## config.mk

```make
export PLATFORM = sky130hd
export DESIGN_NAME = ifetch_stage
export DESIGN_NICKNAME = d
export VERILOG_FILES = /design/src/rtl/ifetch_stage.sv
export SDC_FILE = /design/constraint.sdc
export NUM_CORES = 1
export LEC_CHECK = 0
export CORE_MARGIN = 10
export CORE_UTILIZATION = 35
export DETAILED_ROUTE_END_ITERATION = 6
export GPL_TIMING_DRIVEN = 0
export PLACE_DENSITY = 0.66
export SYNTH_ARGS = -nofsm -noshare
export SYNTH_HDL_FRONTEND = slang
export SYNTH_SLANG_ARGS = --single-unit
```

## constraint.sdc

```tcl
create_clock -name clock -period 2.3 [get_ports clock]
set_input_delay 0.345 -clock clock [delete_from_list [all_inputs] [get_ports clock]]
set_output_delay 0.345 -clock clock [all_outputs]
set_load 0.05 [all_outputs]
```

## src/rtl/ifetch_stage.sv

```systemverilog
// Instruction fetch stage: owns the PC, keeps one fetch in flight to instruction memory,
// and presents {inst_o, pc_o} to IF/ID with NOP bubbles, stall hold and redirect/kill.
module ifetch_stage #(
  parameter logic [63:0] RESET_PC = 64'h8000_0000,
  parameter logic [31:0] NOP_INST = 32'h0000_0013
) (
  input  logic        clock,
  input  logic        reset,
  input  logic        stall_i,
  input  logic        redirect_i,
  input  logic [63:0] redirect_pc_i,
  output logic        imem_req_o,
  output logic [63:0] imem_addr_o,
  input  logic        imem_rvalid_i,
  input  logic [31:0] imem_rdata_i,
  output logic [31:0] inst_o,
  output logic [63:0] pc_o,
  output logic        valid_o,
  output logic [63:0] inst_count_o,
  output logic [1:0]  state_o
);

  // Memory handshake: imem_req_o is a one-cycle pulse that memory always accepts; exactly
  // one imem_rvalid_i pulse answers it at least one cycle later. At most one is in flight.
  typedef enum logic [1:0] {
    S_REQ   = 2'd0,
    S_WAIT  = 2'd1,
    S_VALID = 2'd2
  } state_e;

  state_e      state_q;
  logic [63:0] pc_q;
  logic        kill_q;
  logic [31:0] inst_q;
  logic [63:0] pc_out_q;
  logic        valid_q;
  logic [63:0] count_q;

  logic [63:0] redirect_tgt;
  logic        unused_low_bits;

  assign redirect_tgt    = {redirect_pc_i[63:2], 2'b00};
  assign unused_low_bits = ^redirect_pc_i[1:0];

  // A redirect in S_REQ suppresses the fetch so the wrong-path address never goes out.
  assign imem_req_o   = (state_q == S_REQ) && !redirect_i && !reset;
  assign imem_addr_o  = pc_q;
  assign inst_o       = inst_q;
  assign pc_o         = pc_out_q;
  assign valid_o      = valid_q;
  assign inst_count_o = count_q;
  assign state_o      = state_q;

  always_ff @(posedge clock) begin
    if (reset) begin
      state_q  <= S_REQ;
      pc_q     <= RESET_PC;
      kill_q   <= 1'b0;
      inst_q   <= NOP_INST;
      pc_out_q <= RESET_PC;
      valid_q  <= 1'b0;
      count_q  <= 64'd0;
    end else begin
      case (state_q)
        S_REQ: begin
          if (redirect_i) begin
            pc_q <= redirect_tgt;
          end else begin
            state_q <= S_WAIT;
          end
        end
        S_WAIT: begin
          if (imem_rvalid_i) begin
            if (!kill_q && !redirect_i) begin
              inst_q   <= imem_rdata_i;
              pc_out_q <= pc_q;
              valid_q  <= 1'b1;
              state_q  <= S_VALID;
            end else begin
              // Stale response for a redirected fetch: drop it and refetch from pc_q.
              kill_q  <= 1'b0;
              state_q <= S_REQ;
              if (redirect_i) begin
                pc_q <= redirect_tgt;
              end
            end
          end else if (redirect_i) begin
            pc_q   <= redirect_tgt;
            kill_q <= 1'b1;
          end
        end
        S_VALID: begin
          if (redirect_i) begin
            pc_q    <= redirect_tgt;
            inst_q  <= NOP_INST;
            valid_q <= 1'b0;
            state_q <= S_REQ;
          end else if (!stall_i) begin
            pc_q    <= pc_q + 64'd4;
            count_q <= count_q + 64'd1;
            inst_q  <= NOP_INST;
            valid_q <= 1'b0;
            state_q <= S_REQ;
          end
        end
        default: begin
          state_q <= S_REQ;
        end
      endcase
    end
  end

endmodule

```

==> results of run 1 <==
==> registers in the layout (all words and copies together), names as in the netlist <==
name and flops:
pc_o 62, inst_count_o 64, inst_o 32, valid_o 1, state_o 2, imem_addr_o 62
kill_q 1
==> worst reg2reg max path, stage by stage (launching register included) <==
cell and delay, ns:
dfxtp_2 0.48, nand4_1 0.28, nor4_4 0.44, nand4_1 0.25, nor3_2 0.31, mux2_2 0.37
nor2_1 0.07
==> cells in the mapped netlist (all sizes together) (6+ instances only) <==
cell type    n
nand2      229
dfxtp      224
nor2       137
a21oi      120
clkbuf      75
nand3       54
o21ai       47
nand4       44
a22oi       43
nor3        32
nor4        32
xnor2       30
or3         23
inv         22
xor2        19
and3        17
buf         16
a31oi       14
o22ai       14
a211oi      10
and4         9
o31ai        9
and2         8
or4          7
a21o         6
o211ai       6
o32ai        6
or2          6
==> path summary, 6_finish.rpt <==
path	startpoint	endpoint	slack, ns
max	reset	imem_addr_o[28]$_SDFFE_PP0P_	-0.03
min	redirect_pc_i[27]	imem_addr_o[27]$_SDFFE_PP0P_	0.41
max reg2reg	imem_addr_o[33]$_SDFFE_PP0P_	imem_addr_o[63]$_SDFFE_PP0P_	0.03
min reg2reg	pc_o[48]$_SDFFE_PP0P_	pc_o[48]$_SDFFE_PP0P_	0.45
==> power by group <==
part	leakage (nW)	switching, mW	internal, mW
Clock	0.453	1.74	2.69
Combinational	3.17	0.810	0.477
Sequential	1.84	0.164	3.98
Total	5.47	2.72	7.15
==> logic make-up (layout without fill, tap and decap cells) <==
kind of cell               after synthesis  in the layout
AOI/OAI and AO/OA                      307            307
xor gates and xnor gates                49             49
adders and majority gates                2              2
buffers and inverters                  113            527
DFF                                    224            224
muxes                                    8              8
other                                    1              6
and+or+nand+nor                        616            616
==> cell usage in the layout (no fill, tap or decap), types with 9 or more instances in the layout <==
master / netlist / layout
xnor2_1: 30 / 30
a21oi_1: 120 / 118
o22ai_1: 14 / 14
a31oi_1: 14 / 14
nor4_1: 18 / 9
nor4_2: 10 / 12
a22oi_1: 43 / 43
clkdlybuf4s50_1: 0 / 312
nor3_1: 32 / 28
nand3_1: 53 / 50
nor2_1: 137 / 131
xor2_1: 19 / 19
o31ai_1: 9 / 9
nand2_1: 229 / 227
inv_1: 22 / 22
dfxtp_1: 224 / 168
or3_1: 23 / 23
clkbuf_16: 0 / 26
dfxtp_2: 0 / 44
dfxtp_4: 0 / 12
and3_1: 17 / 17
o21ai_0: 46 / 42
nand4_1: 44 / 44
and4_1: 9 / 9
nor4_4: 4 / 11
clkbuf_2: 1 / 25
a211oi_1: 10 / 10
buf_4: 5 / 50
clkbuf_1: 74 / 45
==> layout make-up <==
type / count / share of cell area [%]
multi-input cells: 986 / 36.1
flip-flops and latches: 224 / 29.0
repair buffers: 367 / 22.6
clock buffers: 36 / 4.67
well taps: 390 / 3.09
plain buffers: 90 / 2.92
clock inverters: 12 / 1.08
inverters: 22 / 0.522
diodes: 2 / 0.0317
==> layer usage <==
metal  global-route usage (%)  vias up  routed length [um]
met5                        0        -                  13
met4                     8.29        2                1760
met3                     8.82      116                5630
met2                     39.2      642               21400
met1                     29.2     5537               18400
li1                         -     5532                   -
==> repair_timing <==
item / CTS / global route
gates cloned: 1 / 1
gates resized for setup: 69 / 59
setup buffers: 34 / 9
pin swaps: 26 / 16
endpoints found under the hold margin: 0 / 0
setup endpoints to repair: 188 / 163
==> impl_metrics.csv, run 1 <==
group,metric,value,unit
status,status,"finished, violations left",
status,violations,"design-rule violations, negative setup slack",
finish,layout.cells.non_filler,2129,
grt,grt_usage,24.2,%
pwr,max-vdd-ir-drop,0.536,mV
logic_synthesis,ys_ff_latch,224,
worst_setup_path,criticalPathCategory,"input port to register",
logic_synthesis,synth.area.top_cells,"dfxtp_1 43%, nand2_1 8.3%, a21oi_1 5.8%",
die,io-pin-count,329,
finish,nets,1820,
grt,grt_pass1_vias,11420,
clock_network,hold_buffers,0,
logic_synthesis,syn_area,10400,um2
sta,clock_skew,0.0119,ns
clock_network,ctsLongestPathBuffers,3,
sta,fmax,429,MHz
worst_hold_path,holdPathStages,3,
routing,first_iter_violations,1286,
routing,wl_per_cell,22.2,um
placed_design,place_area,14300,um2
sta,slew_violations,0,
clock_network,clock_latency,0.55,ns
sta,rsz0062_at_grt,"true",
die,start_util,35.3,%
sta,tightest_slew,0.885,ns
sta,tns,-0.0608,ns
finish,post-route-util,53.6,%
logic_synthesis,post_synth_fa_ha_maj_area_fraction,0.241,%
clock_network,clock_sinks,224,
clock_network,cts_root_buf,"clkbuf_16",
sta,finalCriticalPeriod,2.33,ns
clock_network,cts-htree-levels,1,
grt,grt_overflow,0,
routing,via_count,11829,
logic_synthesis,yosysSeqAreaShare,43.1,%
clock_network,cts.clk_slew.worst_paths,0.06,ns
logic_synthesis,synth_edf_count,0,
routing,drt-total-wl,47.2,mm
grt,antenna_found_initial,3,
placed_design,gp_congestion,0.982,
worst_setup_path,crit_cells,5,
placed_design,post-place-ws,-0.986,ns
worst_setup_path,critical_path.slowest_cell,"clkdlybuf4s15_1",
routing,vias_per_cell,5.56,
logic_synthesis,synthMuxAreaShare,0.831,%
finish,multiInputGateArea,5700,um2
pwr,p_per_area,624,nW/um2
sta,layout_setup_ws,-0.0294,ns
flow_run,max_cap_viol_count,0,
worst_setup_path,end_kind,"register",
worst_setup_path,slowest_delay,0.75,ns
die,chipHeight,192,um
logic_synthesis,synth-main-ff-cell,"dfxtp_1",
logic_synthesis,synth-compound-area-share,18.3,%
finish,n_fill_cell,2838,
die,core_region_area,29500,um2
worst_setup_path,worst_r2r_path_depth,6,
routing,dr.pass1.iters,7,
logic_synthesis,yosys.area_share.xor_xnor,4.13,%
worst_setup_path,cp.buffers_inverters,4,
logic_synthesis,synth_top_area_share,43.1,%
placed_design,portBuffers,322,
logic_synthesis,synthesis.area_per_instance,7.87,um2
die,die_area,37000,um2
sta,finalCritPeriodShare,101,%
worst_hold_path,hp-class,"input port to register",
logic_synthesis,async_reset_ff_share,0,%
finish,areaGrowthSynthToFinish,52.0,%
routing,drc_errors,11,
logic_synthesis,syn_inst,1320,
worst_setup_path,start_kind,"input port",
sta,finalHoldViolCount,0,
grt,grt_max_degree,14,
logic_synthesis,yosys_warnings,0,
worst_setup_path,critical_path.max_fanout,10,
worst_setup_path,worstPathRequired,2.70,ns
logic_synthesis,synth.distinct_cells,66,
logic_synthesis,synth_top_family_by_area,"simple AND/OR/NAND/NOR gates",
pwr,power.total,9.87,mW
logic_synthesis,synth-simple-area-share,29.0,%
finish,design_area,15800,um2
die,rows,63,
clock_network,cts_tree,"done",
grt,grt_pass1_wl,69.8,mm
logic_synthesis,yosysTopAreaCell,"dfxtp_1",
finish,drive_above_1_share,14.3,%
placed_design,place_inst,2035,
worst_setup_path,crit_chain,"clkdlybuf4s50_1 -> clkbuf_2 -> clkdlybuf4s15_1 -> clkbuf_1 -> nor2_1",
worst_setup_path,cpLargestDelayFamily,"buffers and inverters",
finish,regArea,4580,um2
pwr,p_leak,5.47,nW
sta,relSlewSlack,41.0,%
sta,worst_hold_slack,0.413,ns
clock_network,cts_buffers,26,
die,die_x,192,um
worst_setup_path,arrival,2.73,ns
sta,finalSetupViolCount,6,
placed_design,dp_hpwl,34.5,mm
routing,postRouteAntennaNets,0,
No activity file was read; power rests on OpenSTA's default activity.
==> run 2, diff against run 1 <==
--- a/config.mk
+++ b/config.mk
@@ -6,10 +6,10 @@
 export NUM_CORES = 1
 export LEC_CHECK = 0
 export CORE_MARGIN = 10
-export CORE_UTILIZATION = 35
+export CORE_UTILIZATION = 42
 export DETAILED_ROUTE_END_ITERATION = 6
 export GPL_TIMING_DRIVEN = 0
-export PLACE_DENSITY = 0.66
+export PLACE_DENSITY = 0.76
 export SYNTH_ARGS = -nofsm -noshare
 export SYNTH_HDL_FRONTEND = slang
 export SYNTH_SLANG_ARGS = --single-unit
==> run 2 against run 1 <==
The run still ends with design-rule violations, negative setup slack left; first-iteration DRC count increased by 15%; critical path depth increased by 2; critical path type is now register to register; non-clock buffer count increased by 11; routed wire length decreased by 1.5%; sequential cell count unchanged; fmax increased by 0.83%; cell area increased by 0.70%; clock skew increased by 0.0020 ns; clock-buffer cell count increased by 4; utilization increased by 12 points; die area decreased by 15%.
==> impl_metrics.csv, run 2 (synthesis results as in run 1) <==
group,metric,value,unit
placed_design,dp_hpwl,33.4,mm
pwr,max-vdd-ir-drop,0.613,mV
die,start_util,42.7,%
pwr,intPower,6.96,mW
finish,drive_above_1_share,15.1,%
clock_network,clock_latency,0.54,ns
sta,fmax,433,MHz
sta,worst_hold_slack,0.409,ns
worst_hold_path,min_to,"imem_addr_o[33]$_SDFFE_PP0P_",
worst_setup_path,r2r_slack,-0.01,ns
finish,areaGrowthSynthToFinish,53.1,%
placed_design,place_area,14200,um2
sta,tightest_slew,0.914,ns
routing,via_count,12107,
routing,vias_per_cell,5.84,
routing,drc_errors,2,
sta,layout_setup_ws,-0.0103,ns
grt,grt_pass1_wl,69.2,mm
worst_setup_path,slowest_delay,0.56,ns
pwr,combPwrFrac,13.5,%
die,die_area,31400,um2
die,die_x,177,um
finish,largest_reg_flops,64,
sta,finalSetupViolCount,3,
clock_network,cts_root_buf,"clkbuf_16",
clock_network,hold_buffers,0,
routing,drt-total-wl,46.5,mm
routing,dr.pass1.iters,7,
sta,finalHoldViolCount,0,
grt,grt_overflow,0,
sta,rsz0062_at_grt,"true",
worst_setup_path,critical_path.slowest_cell,"or4b_4",
worst_setup_path,criticalPathCategory,"register to register",
worst_setup_path,worst_r2r_path_depth,7,
worst_setup_path,end_kind,"register",
die,core_region_area,24300,um2
finish,final_common_cell,"clkdlybuf4s50_1",
placed_design,gp_congestion,0.976,
finish,nets,1830,
placed_design,place_inst,1969,
grt,grt_max_degree,14,
grt,grt_usage,27.9,%
sta,finalCriticalPeriod,2.31,ns
sta,relSlewSlack,39.1,%
clock_network,cts.clk_slew.worst_paths,0.06,ns
worst_setup_path,arrival,2.78,ns
clock_network,cts-htree-levels,1,
worst_hold_path,min_from,"redirect_pc_i[33]",
status,status,"finished, violations left",
worst_setup_path,reg2reg_to,"inst_count_o[47]$_SDFFE_PP0P_",
worst_setup_path,critical_path.max_fanout,5,
clock_network,ctsLongestPathBuffers,3,
grt,grt_pass1_vias,11685,
sta,clock_skew,0.0138,ns
grt,antenna_found_initial,3,
routing,postRouteAntennaNets,0,
clock_network,cts_tree,"done",
die,chipHeight,177,um
worst_setup_path,start_kind,"register",
flow_run,max_cap_viol_count,0,
sta,slew_violations,0,
finish,design_area,15900,um2
pwr,switchingPower,2.67,mW
die,rows,57,
finish,final_cell_mix,"312 x clkdlybuf4s50_1, 227 x nand2_1, 168 x dfxtp_1, 133 x nor2_1, 114 x a21oi_1",
die,io-pin-count,329,
clock_network,cts_buffers,25,
worst_hold_path,holdPathStages,3,
pwr,power.total,9.63,mW
pwr,p_per_area,605,nW/um2
routing,first_iter_violations,1485,
finish,layout.cells.non_filler,2072,
worst_hold_path,hp-class,"input port to register",
worst_setup_path,worstPathRequired,2.77,ns
clock_network,clock_sinks,224,
finish,n_fill_cell,2074,
sta,finalCritPeriodShare,100,%
pwr,power_frac_clock,43.4,%
placed_design,portBuffers,322,
worst_setup_path,r2r-start,"state_o[0]$_SDFFE_PP0P_",
pwr,seqPwrFrac,43.1,%
status,violations,"design-rule violations, negative setup slack",
routing,wl_per_cell,22.4,um
pwr,p_leak,5.67,nW
worst_setup_path,crit_chain,"or4b_4 -> buf_12 -> nor4_4 -> nand4_1 -> clkbuf_8 -> or3_4 -> a21oi_2",
pwr,p_sw_share,27.7,%
## run 2: changes by cell type in the layout (fill, tap and decap cells not counted), moves of 4 or more
cell	delta
clkbuf_2	-5
buf_1	+4
a21oi_2	+4
buf_4	+5
a21oi_1	-4
clkinv_2	-4
dfxtp_4	+4
nor4_4	+8
or3_4	+5
or3_1	-5
buf_6	+4
nor4_2	-8
dfxtp_2	-4
## run 2: how the worst max path moves through the flow
stage | startpoint | endpoint | cells after the start
floorplan | imem_addr_o[19]$_SDFFE_PP0P_ | imem_addr_o[55]$_SDFFE_PP0P_ | 6
global placement | redirect_i | inst_count_o[4]$_SDFFE_PP0P_ | 9
detailed placement | redirect_i | inst_count_o[4]$_SDFFE_PP0P_ | 9
CTS | state_o[0]$_SDFFE_PP0P_ | inst_count_o[40]$_SDFFE_PP0P_ | 8
global route | state_o[0]$_SDFFE_PP0P_ | pc_o[56]$_SDFFE_PP0P_ | 9
finish | state_o[0]$_SDFFE_PP0P_ | inst_count_o[47]$_SDFFE_PP0P_ | 7
## run 2: critical path: cells and delay by family, from the launching register on
kind            cells  cell delay, ns
simple gates        4            1.38
compound gates      1            0.11
flops               1            0.35
buf+inv             2            0.39
## run 2: timing repair
action,in CTS,in global routing
resized for setup,81,69
cloned,1,1
setup endpoints to repair,182,158
pin swaps,28,26
setup buffers,31,23
## run 2: layer usage
layer / wire length [um] / track usage (%) / vias up
met5: 20 / 0 / -
met3: 5690 / 9.50 / 152
met1: 17600 / 33.7 / 5691
li1: - / - / 5530
met2: 20800 / 44.5 / 730
met4: 2340 / 11.5 / 4
## run 2: final cells by class
class                      count  area (um2)  share of cell area, %
buffer                        90         453                   2.85
timing repair buffer         378        3680                   23.1
inverter                      22        82.6                  0.519
tap                          324         405                   2.55
multi-input combinational    986        5840                   36.7
clock buffer                  40         762                   4.79
antenna                        2        5.00                 0.0314
clock inverter                 6        95.1                  0.597
sequential                   224        4590                   28.9
## run 2: through the flow
stage / TNS, ns / worst slack (ns) / util [%]
3_5_place_dp: -146.83 / -1.13 / 58.3
2_1_floorplan: -0.0233 / -0.0233 / -
5_1_grt: -5.60 / -0.133 / 65.4
6_report: -0.0223 / -0.0103 / 65.4
4_1_cts: -0.503 / -0.0569 / 63.8
3_3_place_gp: -137.52 / -1.09 / 58.3
## run 2: power groups by stage
stage               clock, mW  sequential [mW]  combinational, mW
floorplan                   0             4.51              0.364
global placement            0             4.23               1.23
detailed placement          0             4.23               1.24
CTS                      4.22             4.15               1.25
global route             4.38             4.15               1.36
finish                   4.18             4.15               1.30
==> run 3, diff against run 2 <==
--- a/config.mk
+++ b/config.mk
@@ -5,11 +5,12 @@
 export SDC_FILE = /design/constraint.sdc
 export NUM_CORES = 1
 export LEC_CHECK = 0
+export ABC_AREA = 1
 export CORE_MARGIN = 10
-export CORE_UTILIZATION = 42
+export CORE_UTILIZATION = 44
 export DETAILED_ROUTE_END_ITERATION = 6
 export GPL_TIMING_DRIVEN = 0
-export PLACE_DENSITY = 0.76
+export PLACE_DENSITY = 0.77
 export SYNTH_ARGS = -nofsm -noshare
 export SYNTH_HDL_FRONTEND = slang
 export SYNTH_SLANG_ARGS = --single-unit
==> run 3 against run 2 <==
The run now ends clean; fmax rose by 1.0%; setup slack improved by 0.023 ns; sequential power rose by 1%; cell count rose by 30%; worst hold slack got worse by 0.048 ns; combinational power rose by 18%; first-iteration DRC count fell by 4.1%; cell area rose by 7.0%; sequential share of layout area fell by 2.5 points; critical path depth fell by 6; die area rose by 11%.
==> impl_metrics.csv, run 3 <==
group,metric,value,unit
routing,vias_per_cell,5.52,
logic_synthesis,yosys.area_share.xor_xnor,1.43,%
logic_synthesis,synth_top_area_share,36.6,%
finish,largest_reg_flops,64,
logic_synthesis,synth.area.top_cells,"dfxtp_1 37%, nand2_1 17%, nor2_1 9.5%",
pwr,max-vdd-ir-drop,0.819,mV
sta,slew_violations,0,
worst_setup_path,worstPathRequired,1.96,ns
logic_synthesis,syn_inst,1949,
worst_setup_path,end_kind,"primary output",
sta,clock_skew,0.0137,ns
routing,via_count,14916,
worst_setup_path,worst_r2r_path_depth,9,
grt,grt_usage,32.7,%
finish,post-route-util,61.7,%
worst_hold_path,hp-class,"input port to register",
clock_network,cts_tree,"done",
logic_synthesis,synth.distinct_cells,44,
logic_synthesis,yosysSeqAreaShare,36.6,%
routing,postRouteAntennaNets,0,
pwr,combPwrFrac,14.6,%
sta,finalCriticalPeriod,2.29,ns
logic_synthesis,synth_top_family_by_area,"simple AND/OR/NAND/NOR gates",
die,start_util,44.4,%
sta,fmax,437,MHz
grt,grt_overflow,0,
clock_network,clock_sinks,224,
pwr,switchingPower,3.00,mW
die,rows,61,
finish,final_cell_mix,"561 x nand2_1, 299 x nor2_1, 299 x clkdlybuf4s50_1, 216 x dfxtp_1, 185 x inv_1",
worst_setup_path,critical_path.max_fanout,6,
finish,nets,2404,
logic_synthesis,synth_commonest_cells,"563 x nand2_1, 309 x nor2_1, 224 x dfxtp_1, 185 x inv_1, 163 x a21oi_1",
status,status,"finished, final reports clean",
worst_setup_path,cpLargestDelayFamily,"buffers and inverters",
sta,finalCritPeriodShare,99.5,%
finish,final_common_cell,"nand2_1",
sta,relSlewSlack,34.7,%
sta,finalSetupViolCount,0,
placed_design,portBuffers,321,
finish,areaGrowthSynthToFinish,39.0,%
routing,drc_errors,0,
pwr,intPower,7.51,mW
grt,grt_max_degree,20,
grt,grt_pass1_vias,14108,
pwr,p_leak,6.59,nW
logic_synthesis,async_reset_ff_share,0,%
grt,antenna_found_initial,0,
logic_synthesis,synth-main-ff-cell,"dfxtp_1",
pwr,p_per_area,617,nW/um2
worst_setup_path,cp.buffers_inverters,1,
sta,finalHoldViolCount,0,
clock_network,cts_buffers,26,
routing,first_iter_violations,1424,
routing,wl_per_cell,22.2,um
finish,drive_above_1_share,6.42,%
pwr,power.total,10.5,mW
pwr,p_sw_share,28.5,%
logic_synthesis,synthesis.area_per_instance,6.29,um2
clock_network,cts.clk_slew.worst_paths,0.06,ns
clock_network,clock_latency,0.55,ns
worst_setup_path,crit_chain,"clkdlybuf4s50_1",
sta,worst_hold_slack,0.362,ns
worst_setup_path,critical_path.slowest_cell,"clkdlybuf4s50_1",
clock_network,cts-htree-levels,1,
worst_setup_path,start_kind,"register",
worst_setup_path,criticalPathCategory,"register to primary output",
die,die_x,187,um
clock_network,cts_root_buf,"clkbuf_16",
logic_synthesis,synth_edf_count,0,
logic_synthesis,synth-compound-area-share,16.3,%
worst_setup_path,crit_cells,1,
pwr,power_frac_clock,45.4,%
routing,dr.pass1.iters,6,
worst_hold_path,holdPathStages,3,
worst_setup_path,arrival,1.94,ns
pwr,seqPwrFrac,40.1,%
placed_design,gp_congestion,1.04,
logic_synthesis,yosys_warnings,0,
die,core_region_area,27600,um2
placed_design,dp_hpwl,48.3,mm
logic_synthesis,yosysTopAreaCell,"dfxtp_1",
logic_synthesis,yosysMostFrequentCell,"nand2_1",
logic_synthesis,ys_ff_latch,224,
clock_network,ctsLongestPathBuffers,3,
sta,tightest_slew,0.979,ns
logic_synthesis,post_synth_fa_ha_maj_area_fraction,0.204,%
logic_synthesis,synth-simple-area-share,36.9,%
worst_setup_path,slowest_delay,0.89,ns
die,io-pin-count,329,
grt,grt_pass1_wl,89.2,mm
clock_network,hold_buffers,0,
routing,drt-total-wl,60.0,mm
sta,rsz0062_at_grt,"true",
die,die_area,34900,um2
logic_synthesis,syn_area,12300,um2
die,chipHeight,187,um
flow_run,max_cap_viol_count,0,
logic_synthesis,synthMuxAreaShare,0,%
[run 3: cell types whose count changed after synthesis, sizes merged, moves of 26 or more]
cell / previous run / this run
a22oi: 43 / 0
o21ai: 47 / 141
o21a: 5 / 31
nor2: 137 / 332
clkbuf: 75 / 46
nand2: 229 / 568
nor4: 32 / 0
nand3: 54 / 107
inv: 22 / 189
a21oi: 120 / 163
[run 3: repair_timing]
item                                    CTS  global route
buffers inserted                          0             1
cloned                                    0             0
resized for setup                        24            37
endpoints found under the setup margin   45            82
pin swaps                                 0             1
[run 3: final timing paths]
path | start | to | slack [ns]
worst max register to register | imem_addr_o[3]$_SDFFE_PP0P_ | imem_addr_o[42]$_SDFFE_PP0P_ | 0.06
worst max-delay path | imem_addr_o[26]$_SDFFE_PP0P_ | imem_addr_o[26] | 0.01
worst min-delay path | imem_rdata_i[11] | inst_o[11]$_SDFFE_PP0P_ | 0.36
worst min register to register | valid_o$_SDFFE_PP0P_ | valid_o$_SDFFE_PP0P_ | 0.46
[run 3: power by group through the flow]
stage	Combinational (mW)	Sequential [mW]	Clock [mW]
floorplan	0.430	4.65	0
global placement	1.51	4.28	0
detailed placement	1.52	4.28	0
CTS	1.52	4.20	4.79
global route	1.61	4.22	4.95
finish	1.53	4.21	4.77
[run 3: final cells by class]
cell class                      count  area [um2]
Sequential cell                   224        4490
Tap cell                          378         473
Fill cell                        2656       10600
Antenna cell                        1        2.50
Multi-Input combinational cell   1462        6800
Clock buffer                       34         752
Timing Repair Buffer              322        3220
Buffer                             76         347
Clock inverter                     14         236
Inverter                          189         709
[run 3: cells by family after synthesis]
logic type | after synthesis
and+or+nand+nor | 1071
buffers and inverters | 266
xor gates and xnor gates | 20
adders and majority gates | 2
AOI/OAI and AO/OA | 365
DFF | 224
other | 1
[run 3: per-stage QoR]
stage	area [um2]	std cells	worst slack (ns)	setup TNS (ns)
global route	17000	2699	-0.00319	-0.00319
floorplan	12300	1952	0.180	0
CTS	17000	2698	0.00225	0
finish	17000	2700	0.0126	0
global placement	16000	2651	-0.617	-36.34
detailed placement	16000	2651	-0.644	-38.42
[run 3: routing by layer]
layer  wire length (um)  global-route usage (%)  up-vias  part of all wire, %
met2              26800                    52.7      836                   45
li1                   -                       -     6956                    -
met4               2370                    11.0        0                  3.9
met1              24600                    41.9     6992                   41
met3               6200                    7.89      132                   10
met5                  0                       0        -                    0
